$ cat src/rtl/cv32e40p_pkg.sv
// Shared CV32E40P types: sleep controller state encoding and sizing helper.
package cv32e40p_pkg;

  typedef enum logic [1:0] {
    SLP_OFF   = 2'd0,
    SLP_RUN   = 2'd1,
    SLP_DRAIN = 2'd2,
    SLP_SLEEP = 2'd3
  } sleep_state_e;

  // Idle counter width; a zero-cycle hysteresis still needs one bit.
  function automatic int unsigned idle_cnt_width(int unsigned idle_cycles);
    return (idle_cycles == 0) ? 1 : $clog2(idle_cycles + 1);
  endfunction

endpackage

$ cat src/rtl/cv32e40p_clock_gate.sv
// Latch-based clock gate: enable is captured while the clock is low so the gated clock never glitches.
module cv32e40p_clock_gate (
  input  logic clk_i,
  input  logic en_i,
  input  logic scan_cg_en_i,
  output logic clk_o
);

  logic en_latched;

  always_latch begin
    if (!clk_i) en_latched <= en_i | scan_cg_en_i;
  end

  assign clk_o = clk_i & en_latched;

endmodule

$ cat src/rtl/cv32e40p_sleep_ctrl_mc.sv
// Multi-domain sleep controller: per-domain gated clocks, WFI sleep with idle hysteresis, p.elw sleep.
module cv32e40p_sleep_ctrl_mc
  import cv32e40p_pkg::*;
#(
  parameter int unsigned                NUM_DOMAINS    = 2,
  parameter int unsigned                IDLE_CYCLES    = 4,
  parameter logic [NUM_DOMAINS-1:0]     AUTO_GATE_MASK = '0,
  parameter int unsigned                PULP_CLUSTER   = 0
) (
  input  logic                   clk_ungated_i,
  input  logic                   rst,
  input  logic                   scan_cg_en_i,
  output logic [NUM_DOMAINS-1:0] clk_gated_o,
  output logic                   core_sleep_o,
  input  logic                   fetch_enable_i,
  output logic                   fetch_enable_o,
  input  logic [NUM_DOMAINS-1:0] busy_i,
  input  logic                   wake_from_sleep_i,
  input  logic                   pulp_clock_en_i,
  input  logic                   p_elw_start_i,
  input  logic                   p_elw_finish_i,
  input  logic                   debug_p_elw_no_sleep_i,
  output logic [1:0]             sleep_state_o
);

  localparam int unsigned CNT_W = idle_cnt_width(IDLE_CYCLES);
  localparam logic [CNT_W-1:0] CNT_LAST = (IDLE_CYCLES == 0) ? '0 : CNT_W'(IDLE_CYCLES - 1);

  sleep_state_e            state, state_n;
  logic [CNT_W-1:0]        idle_cnt, idle_cnt_n;
  logic [NUM_DOMAINS-1:0]  busy_q;
  logic                    fetch_enable_q;
  logic                    any_busy;
  logic [NUM_DOMAINS-1:0]  run_en, en, gate_en;
  logic                    core_sleep;

  always_ff @(posedge clk_ungated_i or posedge rst) begin
    if (rst) begin
      state          <= SLP_OFF;
      idle_cnt       <= '0;
      busy_q         <= '0;
      fetch_enable_q <= 1'b0;
    end else begin
      state          <= state_n;
      idle_cnt       <= idle_cnt_n;
      busy_q         <= busy_i;
      fetch_enable_q <= fetch_enable_q | fetch_enable_i;
    end
  end

  assign any_busy = |busy_q;
  assign run_en   = ~AUTO_GATE_MASK | busy_q | {NUM_DOMAINS{wake_from_sleep_i}};

  // SLP_SLEEP doubles as the p.elw state when the cluster option is selected.
  always_comb begin
    state_n    = state;
    idle_cnt_n = idle_cnt;
    en         = '0;
    core_sleep = 1'b0;
    case (state)
      SLP_OFF: begin
        if (fetch_enable_q) state_n = SLP_RUN;
      end
      SLP_RUN: begin
        en         = run_en;
        idle_cnt_n = '0;
        if (PULP_CLUSTER != 0) begin
          if (p_elw_start_i && !p_elw_finish_i) state_n = SLP_SLEEP;
        end else if (!any_busy && !wake_from_sleep_i) begin
          if (IDLE_CYCLES == 0) state_n = SLP_SLEEP;
          else                  state_n = SLP_DRAIN;
        end
      end
      SLP_DRAIN: begin
        en = run_en;
        if (any_busy || wake_from_sleep_i) begin
          state_n    = SLP_RUN;
          idle_cnt_n = '0;
        end else if (idle_cnt == CNT_LAST) begin
          state_n    = SLP_SLEEP;
          idle_cnt_n = '0;
        end else if (idle_cnt != '1) begin
          idle_cnt_n = idle_cnt + 1'b1;
        end
      end
      SLP_SLEEP: begin
        if (PULP_CLUSTER != 0) begin
          en         = {NUM_DOMAINS{pulp_clock_en_i}};
          core_sleep = !debug_p_elw_no_sleep_i;
          if (p_elw_finish_i) state_n = SLP_RUN;
        end else begin
          en         = {NUM_DOMAINS{wake_from_sleep_i}};
          core_sleep = !wake_from_sleep_i;
          if (wake_from_sleep_i || any_busy) state_n = SLP_RUN;
        end
      end
      default: state_n = SLP_OFF;
    endcase
  end

  assign gate_en        = en & {NUM_DOMAINS{fetch_enable_q}};
  assign core_sleep_o   = core_sleep;
  assign fetch_enable_o = fetch_enable_q;
  assign sleep_state_o  = state;

  for (genvar d = 0; d < NUM_DOMAINS; d++) begin : g_gate
    cv32e40p_clock_gate u_clock_gate (
      .clk_i        (clk_ungated_i),
      .en_i         (gate_en[d]),
      .scan_cg_en_i (scan_cg_en_i),
      .clk_o        (clk_gated_o[d])
    );
  end

endmodule

$ cat config.mk
export PLATFORM = sky130hd
export DESIGN_NAME = cv32e40p_sleep_ctrl_mc
export DESIGN_NICKNAME = d
export VERILOG_FILES = /design/src/rtl/cv32e40p_pkg.sv /design/src/rtl/cv32e40p_clock_gate.sv /design/src/rtl/cv32e40p_sleep_ctrl_mc.sv
export SDC_FILE = /design/constraint.sdc
export NUM_CORES = 1
export LEC_CHECK = 0
export ABC_AREA = 0
export BUFFER_PORTS_ARGS = -buffer_cell sky130_fd_sc_hd__buf_2
export CORE_AREA = 10 10 47 49
export CTS_CLUSTER_DIAMETER = 30
export DETAILED_ROUTE_END_ITERATION = 10
export DIE_AREA = 0 0 57 59
export HOLD_SLACK_MARGIN = 0.15
export PLACE_DENSITY = 0.66
export SLEW_MARGIN = 20
export SYNTH_ARGS = -nofsm -noshare
export SYNTH_HDL_FRONTEND = slang
export SYNTH_SLANG_ARGS = --single-unit
$ cat constraint.sdc
create_clock -name clk_ungated_i -period 4.3 [get_ports clk_ungated_i]
set_clock_uncertainty 0.05 [all_clocks]
set_input_delay 0.43 -clock clk_ungated_i [delete_from_list [all_inputs] [get_ports clk_ungated_i]]
set_output_delay 0.43 -clock clk_ungated_i [all_outputs]
set_load 0.01 [all_outputs]
-- Word-level counts from Yosys, hierarchy flattened
Index checks and enable logic that the tools add are counted.
- bits in registers: 8
- latch bits: 2
- word-level logic and storage cells: 47
- add/subtract/negate cells: 1
- reduce and logical (&&, ||, !) cells: 10
- eq/ne operators: 10
- bitwise operators: 6
- multiplexer cells: 14
- operators with widths (cell ; number):
    two-way mux 2 bit ; 5
    two-way mux 3 bit ; 3
    one-hot mux 2 bit (4 select lines) ; 1
    inequality test 2 bit, second input constant ; 3
    inequality test 3 bit, second input constant ; 2
    one-hot mux 3 bit (2 select lines) ; 1
    equality test 2 bit, second input constant ; 2
    inequality test 4 bit, second input constant ; 1
    one-hot mux 2 bit (2 select lines) ; 1
    AND reduction 4 bit ; 1
    OR reduction 2 bit ; 2
    adder 3 x 1 -> 3 bit, second input constant ; 1
    equality test 3 x 2 -> 1 bit, second input constant ; 1
    two-way mux 1 bit ; 3
    OR 1 bit ; 3
    AND 1 bit ; 2
    AND 2 bit ; 1
    equality test 2 x 1 -> 1 bit, second input constant ; 1
    logical NOT 1 bit ; 2
    logical NOT 2 bit ; 1
    AND reduction 2 bit ; 1
    nonzero test 2 bit ; 1
    logical AND 1 bit ; 1
    logical OR 1 bit ; 1

-- Logic depth before layout (Yosys ltp)
Gate-level depths: netlist (run 1).
- depth after elaboration: 6
- gate-level depth with buffers: 6
- gate-level depth less buffers: 6

-- Cells and area by module
From an unflattened synthesis (run 1), not the netlist that was laid out.
- cell total of the unflattened synthesis: 46
- area, all modules: 494.2 µm²
- modules (own cells, without submodules) (module ; area an instance (µm²) ; times used ; cells each):
    cv32e40p_sleep_ctrl_mc ; 439.2 ; 1 ; 40
    cv32e40p_clock_gate ; 27.5 ; 2 ; 3

==> results of run 1 <==
-- cells in the mapped netlist --
library cell,count
or2_2,1
nand2b_1,2
nor2_1,2
nor2b_1,1
a21boi_0,1
a21o_1,1
a21oi_1,3
dlxtn_1,1
and2b_2,1
inv_1,4
o21ai_0,3
o21bai_1,1
o211ai_2,1
a22o_1,1
or4b_4,1
or4b_1,1
a32o_1,1
ha_1,5
nand2_1,1
or3_1,2
buf_4,2
and2_1,1
dfrtp_1,8
o32ai_1,1
-- critical path, cell delays in order (launching register included) --
cell      delay [ns]
dlxtn_1         0.39
and2_1          0.11
clkbuf_4        0.13
clkbuf_4        0.11
buf_2           0.12
-- final cells by class --
cell class | count | area (um^2) | area share
multi-input cells | 31 | 242.7 | 0.3586
flip-flops and latches | 9 | 215.2 | 0.3179
clock buffers | 15 | 103.9 | 0.1534
repair buffers | 13 | 80.08 | 0.1183
well taps | 16 | 20.02 | 0.02957
inverters | 4 | 15.01 | 0.02218
-- repair_timing --
action | CTS | global route
resized for setup | 0 | 0
hold endpoints to repair | 10 | 0
hold buffers | 3 | 0
-- through the flow --
step	cell area (um^2)	total power [uW]
2_1_floorplan	488.0	227.7
5_1_grt	676.9	482.6
6_report	676.9	438.0
3_3_place_gp	553.0	244.0
4_1_cts	676.9	448.3
3_5_place_dp	553.0	247.6
-- routing by layer --
metal	GRT usage	part of all wire
met1	0.05481	0.34
met2	0.1163	0.46
met3	0.1245	0.14
met4	0.1342	0.052
met5	0	0
-- power groups by stage --
stage	combinational (uW)	sequential [uW]	clock (uW)
2_1_floorplan	68.6	111	48.6
3_3_place_gp	99.4	108	36.9
3_5_place_dp	102	109	36.9
4_1_cts	105	107	236
5_1_grt	121	109	252
6_report	106	107	225
-- how the worst min path moves through the flow --
stage,startpoint,endpoint,slack [ns],depth (start not counted)
2_1_floorplan,rst,busy_q[0],0.20,1
3_3_place_gp,rst,busy_q[1],0.34,2
3_5_place_dp,rst,sleep_state_o[1],0.34,2
4_1_cts,fetch_enable_i,fetch_enable_o,0.19,2
5_1_grt,fetch_enable_i,fetch_enable_o,0.17,2
6_report,fetch_enable_i,fetch_enable_o,0.18,2
-- cells by family after synthesis --
kind of cell,count (synthesis),synth area share
DFF,8,0.4103
buffers and inverters,6,0.06152
AOI/OAI and AO/OA,13,0.1897
and+or+nand+nor,13,0.1795
adders and majority gates,5,0.1282
latches,1,0.03076
-- flip-flops by register name, summed over array words and instances, names as in the netlist --
| signal | flops |
|---|---|
| busy_q | 2 |
| sleep_state_o | 2 |
| g_gate.u_clock_gate.en_latched | 1 |
| fetch_enable_o | 1 |
| idle_cnt | 3 |
==> metrics.txt, run 1 <==
Worst slew margin 0.7957; vias per inst 5.000; antenna viol nets, final 0; synthesis-stage register bit count 9; share of the core filled with cells 0.4830; port bufs 12; WL final 1165 um; reg2reg end g_gate[0].u_clock_gate.en_latched; Setup-failing EPs final 0; DRC Markers 0; register-to-register setup slack 1.03 ns; Diodes inserted 0; fill count 130; P_int 288.5 uW; wire length per cell 13.24 um; first-pass GRT wire length 2076 um; Sum Neg Setup Slack 0 ns; Critical Path RT 3.82 ns; Power Density 647.0 nW/um^2; top cell type's share of synthesized area 0.4103; vias in the first global route 558; P_leak 0.0003541 uW; Slew Viols, Final 0; DR iter-0 viols 11; Synth Cell Area 488.0 um^2; clk slew on worst S/H paths 0.06 ns; dominant cells by area after synthesis dfrtp_1, ha_1, a21oi_1, o21ai_0, buf_4; Worst VDD drop 0.0002700 V; Max-Cap Viols 0; Syn Nets 62; Comb power frac 0.242; RSZ-0062 raised after global routing false; HP Class input port to flop; Nets 89; Post-Place Setup Slack 1.015 ns; hpwl dp 802.1 um; hold slack 0.1843 ns; # Post-CTS Setup Buffers 0; Slew @ Worst Pin 0.3061 ns; placed cell count 72; number of top-level pins 17; Worst setup EP type output port; Critical Path Start Type latch; FP Rows 14; chip height 59 um; worst r2r src sleep_state_o[0]; initial antenna violation count 0; largest net degree at the start of global routing 9; GPL Wtd Cong 0.7789; worst setup path endpoint clk_gated_o[0]; final hold vios 0; starting density of the core 0.3482; Die ar. 3363 um^2; area leader, netlist dfrtp_1; CP arrival 3.42 ns; share of post-route cells with drive strength above 1 0.3889; run status finished clean; total iterations of the first detailed-routing run 4; slack of the critical path 0.4016 ns; Synth-to-Final Area Change 38.72%; NetSw 149.5 uW; most frequent cells in the layout clkbuf_4, buf_2, dfrtp_1; Mapped Cells 46; Core Box Area 1401 um^2; via count 440; CTS tree done; Seq pwr share 0.244; syn avg cell area 10.61 um^2; Crit Path Max Fanout 2; R2R depth 4; Setup CP Type latch to output port; Distinct cells, synth 24; Switching Share 0.3413; Die X 57 um; Yosys Warn Count 0; Worst-Skew Late Latency 0.39 ns; Clk pwr share 0.514; Overall Global Routing Usage 0.09507; critical path startpoint g_gate[0].u_clock_gate.en_latched; GRT overflow 0; non-filler cells, final 88
Note: power is estimated with default switching activity, not from simulation.
==> run 2: changes to the inputs <==
--- a/config.mk
+++ b/config.mk
@@ -7,12 +7,14 @@
 export LEC_CHECK = 0
 export ABC_AREA = 0
 export BUFFER_PORTS_ARGS = -buffer_cell sky130_fd_sc_hd__buf_2
-export CORE_AREA = 10 10 47 49
+export CELL_PAD_IN_SITES_DETAIL_PLACEMENT = 1
+export CELL_PAD_IN_SITES_GLOBAL_PLACEMENT = 2
+export CORE_MARGIN = 10
+export CORE_UTILIZATION = 29
 export CTS_CLUSTER_DIAMETER = 30
 export DETAILED_ROUTE_END_ITERATION = 10
-export DIE_AREA = 0 0 57 59
 export HOLD_SLACK_MARGIN = 0.15
-export PLACE_DENSITY = 0.66
+export PLACE_DENSITY = 0.81
 export SLEW_MARGIN = 20
 export SYNTH_ARGS = -nofsm -noshare
 export SYNTH_HDL_FRONTEND = slang
==> run 2 against run 1 <==
  * Wire length increased by 1.1%
  * Worst setup slack better by 0.0025 ns
  * Register-to-register slack barely moved
  * Combinational power about the same
  * Via count is 0.23% lower
  * Total power hardly changed
  * Non-clock buffer count unchanged
  * Largest cell class unchanged
==> metrics.txt, run 2 (synthesis gave the netlist of run 1 again) <==
slowest stage delay, CP 0.40 ns (about the same); met3 wire len 107 um (-34%); final hold vios 0 (unchanged); clk slew on worst S/H paths 0.05 ns (about the same); Die ar. 3723 um^2 (+11%); Synth-to-Final Area Change 38.72% (unchanged); via count 439 (-0.23%); number of top-level pins 17 (unchanged); Worst setup EP type output port; vias in the first global route 535 (-4.1%); top routing layer in use met4; Crit Path Max Fanout 2 (unchanged); P_leak 0.0003541 uW (unchanged); CTS tree done; Overall Global Routing Usage 0.08361 (-0.01146); vias per inst 4.989 (-0.23%); CP arrival 3.42 ns (about the same); Slew @ Worst Pin 0.3100 ns (+0.003932 ns); worst r2r src sleep_state_o[0]; DP Area 553.0 um^2 (unchanged); GPL Wtd Cong 0.6507 (-16%); DR iter-0 viols 3 (-8); Post-Route M1 WL 502 um (+26%); total iterations of the first detailed-routing run 2 (-2); number of flip-flops in the largest register 3 (unchanged); FP Rows 14 (unchanged); R2R depth 4 (unchanged); Critical Path RT 3.82 ns (about the same); # resized after CTS 0 (unchanged); largest net degree at the start of global routing 9 (unchanged); hpwl dp 881.6 um (+9.9%); WHS Endpoint fetch_enable_o; # Post-CTS Setup Buffers 0 (unchanged); Slew Viols, Final 0 (unchanged); CP cell instances and2_1, clkbuf_4, clkbuf_4, buf_2; design area 676.9 um^2 (unchanged); antenna viol nets, final 0 (unchanged); Diodes inserted 0 (unchanged); Power Density 647.3 nW/um^2 (about the same); run status finished clean; initial antenna violation count 0 (unchanged); Worst-Skew Late Latency 0.36 ns (-0.03 ns); Critical Path Start Type latch; Worst slew margin 0.7931 (-0.002624); DR WL met2 528 um (-2.4%); port bufs 12 (unchanged); HP Start fetch_enable_i; WL final 1178 um (+1.1%); first-pass GRT wire length 2145 um (+3.3%); reg2reg end g_gate[0].u_clock_gate.en_latched; Nets 89 (unchanged); DRC Markers 0 (unchanged); most frequent cells in the layout clkbuf_4, buf_2, dfrtp_1; wire length per cell 13.39 um (+1.1%); Setup CP Type latch to output port; Worst VDD drop 0.0003766 V (+40%); Top reg by flops idle_cnt; Sum Neg Setup Slack 0 ns (unchanged); Crit path max-delay family latches; Setup-failing EPs final 0 (unchanged); slack of the critical path 0.4042 ns (+0.002531 ns); Die X 61.02 um (+7.1%); register-to-register setup slack 1.02 ns (about the same); starting density of the core 0.3166 (-0.03166); HP Class input port to flop; chip height 61.02 um (+3.4%); RSZ-0062 raised after global routing false; share of post-route cells with drive strength above 1 0.3889 (unchanged); GRT overflow 0 (unchanged); Max-Cap Viols 0 (unchanged); Core Box Area 1541 um^2 (+10%); hold depth 2 (unchanged); Buf+Inv Stages, Crit Path 3 (unchanged); CP max stage cell dlxtn_1; crit-path most repeated cell clkbuf_4; Post-Place Setup Slack 0.9934 ns (-0.02120 ns)
==> run 2: cell counts in the layout (fill, tap and decap cells not counted) <==
No cell type changed its count.
==> run 2: worst max-delay path by stage <==
stage,start,endpoint,cells past startpoint
floorplan,g_gate[0].u_clock_gate.en_latched,clk_gated_o[0],2
global placement,sleep_state_o[0],g_gate[0].u_clock_gate.en_latched,4
detailed placement,sleep_state_o[0],g_gate[0].u_clock_gate.en_latched,4
CTS,g_gate[0].u_clock_gate.en_latched,clk_gated_o[1],4
global route,g_gate[0].u_clock_gate.en_latched,clk_gated_o[1],4
finish,g_gate[0].u_clock_gate.en_latched,clk_gated_o[1],4
==> run 2: final cells by class <==
| type | instances | area [um^2] |
|---|---|---|
| fill | 183 | 864.6 |
| multi-input combinational | 31 | 242.7 |
| sequential | 9 | 215.2 |
| clock buffer | 15 | 103.9 |
| timing repair buffer | 13 | 80.08 |
| tap | 16 | 20.02 |
| inverter | 4 | 15.01 |
==> run 2: where the power goes <==
part           switching, uW  internal, uW  leakage (uW)
Sequential              11.6          96.1      0.000106
Clock                   78.1           147     0.0000675
Combinational           60.0          45.6      0.000181
Total                    150           288      0.000354
==> run 2: per-stage QoR <==
stage | hold WS, ns | power [uW] | utilization | instances
global route | 0.2137 | 485.7 | 0.4391 | 88
detailed placement | 0.3412 | 251.9 | 0.3588 | 72
floorplan | 0.1957 | 227.7 | - | 46
CTS | 0.2032 | 452.7 | 0.4391 | 88
finish | 0.2123 | 438.2 | 0.4391 | 88
global placement | 0.3515 | 247.4 | 0.3588 | 72
==> run 2: per-layer routing <==
metal / global-route usage / vias to the layer above
li1: - / 214
met2: 0.08646 / 18
met1: 0.08028 / 201
met5: 0 / -
met3: 0.06173 / 6
met4: 0.1379 / 0
==> run 2: what timing repair did <==
item                                    in CTS  in global routing
endpoints found under the setup margin       0                  0
hold buffers                                 3                  0
endpoints found under the hold margin       10                  0
==> run 3: changes to the inputs <==
==> constraint.sdc (replaced) <==
create_clock -name clk_ungated_i -period 4.3 [get_ports clk_ungated_i]
set_clock_uncertainty 0.05 [all_clocks]
set_input_delay 0.86 -clock clk_ungated_i [delete_from_list [all_inputs] [get_ports clk_ungated_i]]
set_output_delay 0.86 -clock clk_ungated_i [all_outputs]
set_load 0.01 [all_outputs]
==> run 3 against run 2 <==
  * Worst setup slack worse by 0.32 ns
  * Global-route usage is 0.36 points higher
  * Design area fell by 4.3%
  * Via count is 0.91% lower
  * Sequential share of layout area grew 1.4 points
  * Total power up 2.9%
  * Register-to-register slack about the same
  * Clock power increased by 7%
  * Critical path depth fell by 1
  * Non-clock buffer count decreased by 3
  * Utilization down 1.9 points
  * Critical endpoint is now clk_gated_o[0]
  * Largest power group unchanged
  * Highest routed layer unchanged
==> metrics.txt, run 3 (synthesis gave the netlist of run 1 again) <==
Slew @ Worst Pin 0.3230 ns (+0.01305 ns); Worst slew margin 0.7844 (-0.008709); Diodes inserted 0 (unchanged); starting density of the core 0.3166 (unchanged); most frequent cells in the layout clkbuf_4, buf_2, dfrtp_1; number of top-level pins 17 (unchanged); initial antenna violation count 0 (unchanged); clk slew on worst S/H paths 0.06 ns (about the same); wire length per cell 14.73 um (+10%); CTS tree done; Setup CP Type latch to output port; Core Box Area 1541 um^2 (unchanged); Critical Path RT 3.39 ns (-0.43 ns); # Post-CTS Setup Buffers 0 (unchanged); FP Rows 14 (unchanged); hpwl dp 866.4 um (-1.7%); slowest stage delay, CP 0.40 ns (about the same); WL final 1237 um (+5.0%); final hold vios 0 (unchanged); Crit Path Max Fanout 2 (unchanged); Slew Viols, Final 0 (unchanged); CP max stage cell dlxtn_1; Clk pwr share 0.532 (+0.019); Worst VDD drop 0.0003444 V (-8.6%); number of flip-flops in the largest register 3 (unchanged); chip height 61.02 um (unchanged); reg2reg end g_gate[0].u_clock_gate.en_latched; GRT overflow 0 (unchanged); non-filler cells, final 84 (-4.5%); total iterations of the first detailed-routing run 3 (+1); Comb power frac 0.229 (-0.012); share of the core filled with cells 0.4205 (-0.01867); first-pass GRT wire length 2111 um (-1.6%); NetSw 155.4 uW (+3.8%); Critical Path Start Type latch; Switching Share 0.3448 (+0.003161); CP arrival 3.31 ns (-0.11 ns); Top reg by flops idle_cnt; Setup-failing EPs final 0 (unchanged); Worst setup EP type output port; register-to-register setup slack 1.01 ns (about the same); Power Density 695.5 nW/um^2 (+7.4%); DRC Markers 0 (unchanged); antenna viol nets, final 0 (unchanged); CP cell instances and2_4, clkbuf_4, buf_2; via count 435 (-0.91%); largest net degree at the start of global routing 9 (unchanged); placed cell count 72 (unchanged); vias per inst 5.179 (+3.8%); P_int 295.3 uW (+2.4%); P_leak 0.0003409 uW (-3.7%); Worst-Skew Late Latency 0.37 ns (about the same); Die ar. 3723 um^2 (unchanged); Nets 85 (-4.5%); vias in the first global route 526 (-1.7%); R2R depth 4 (unchanged); Max-Cap Viols 0 (unchanged); Seq pwr share 0.239 (-0.007); Overall Global Routing Usage 0.08719 (+0.003581); Post-CTS Hold Fix Bufs 0 (-3); worst r2r src sleep_state_o[0]; hold slack 0.3801 ns (+0.1677 ns); Synth-to-Final Area Change 32.82%; GPL Wtd Cong 0.6504 (about the same); port bufs 12 (unchanged); Die X 61.02 um (unchanged); share of post-route cells with drive strength above 1 0.4118 (+0.02288); DR iter-0 viols 3 (unchanged); Sum Neg Setup Slack 0 ns (unchanged); HP Class input port to asynchronous set/reset pin; RSZ-0062 raised after global routing false; run status finished clean
## run 3: repair_timing
action,4_1_cts,5_1_grt
gates resized for setup,1,1
setup endpoints to repair,3,3
cloned,0,0
## run 3: through the flow
stage	total power [uW]	instance area (um^2)	worst slack [ns]
2_1_floorplan	227.7	488.0	0.6421
3_3_place_gp	247.6	553.0	0.6430
3_5_place_dp	251.8	553.0	0.6412
4_1_cts	456.5	645.6	0.005463
5_1_grt	497.3	648.1	0.01451
6_report	450.7	648.1	0.08193
## run 3: final cells by class
| cell class | count | area (um^2) |
|---|---|---|
| Clock buffer | 14 | 102.6 |
| Fill cell | 190 | 893.4 |
| Inverter | 4 | 15.01 |
| Multi-Input combinational cell | 31 | 245.2 |
| Sequential cell | 9 | 215.2 |
| Tap cell | 16 | 20.02 |
| Timing Repair Buffer | 10 | 50.05 |
## run 3: power by group through the flow
stage               clock network [uW]  registers, uW  logic (uW)
floorplan                         48.6            111        68.6
global placement                  36.9            108         103
detailed placement                36.9            109         106
CTS                                242            108         106
global route                       266            110         121
finish                             240            108         103
## run 3: how the worst max path moves through the flow
stage | startpoint | end | slack, ns | depth (start not counted)
after floorplan | g_gate[0].u_clock_gate.en_latched | clk_gated_o[0] | 0.64 | 2
after global placement | g_gate[0].u_clock_gate.en_latched | clk_gated_o[0] | 0.64 | 2
after detailed placement | g_gate[0].u_clock_gate.en_latched | clk_gated_o[0] | 0.64 | 2
after CTS | g_gate[0].u_clock_gate.en_latched | clk_gated_o[0] | 0.005 | 3
after global routing | g_gate[0].u_clock_gate.en_latched | clk_gated_o[0] | 0.01 | 3
final | g_gate[0].u_clock_gate.en_latched | clk_gated_o[0] | 0.08 | 3
## run 3: critical path: cells and delay by family, from the launching register on
family / cells / cell delay [ns]
AND/OR/NAND/NOR: 1 / 0.14
latches: 1 / 0.40
buffers and inverters: 2 / 0.23
## run 3: routing by layer
metal,up-vias,global-route usage,share of wire
met1,203,0.07168,0.41
met5,-,0,0
li1,204,-,-
met3,10,0.07407,0.097
met4,0,0.1473,0.063
met2,18,0.09654,0.43
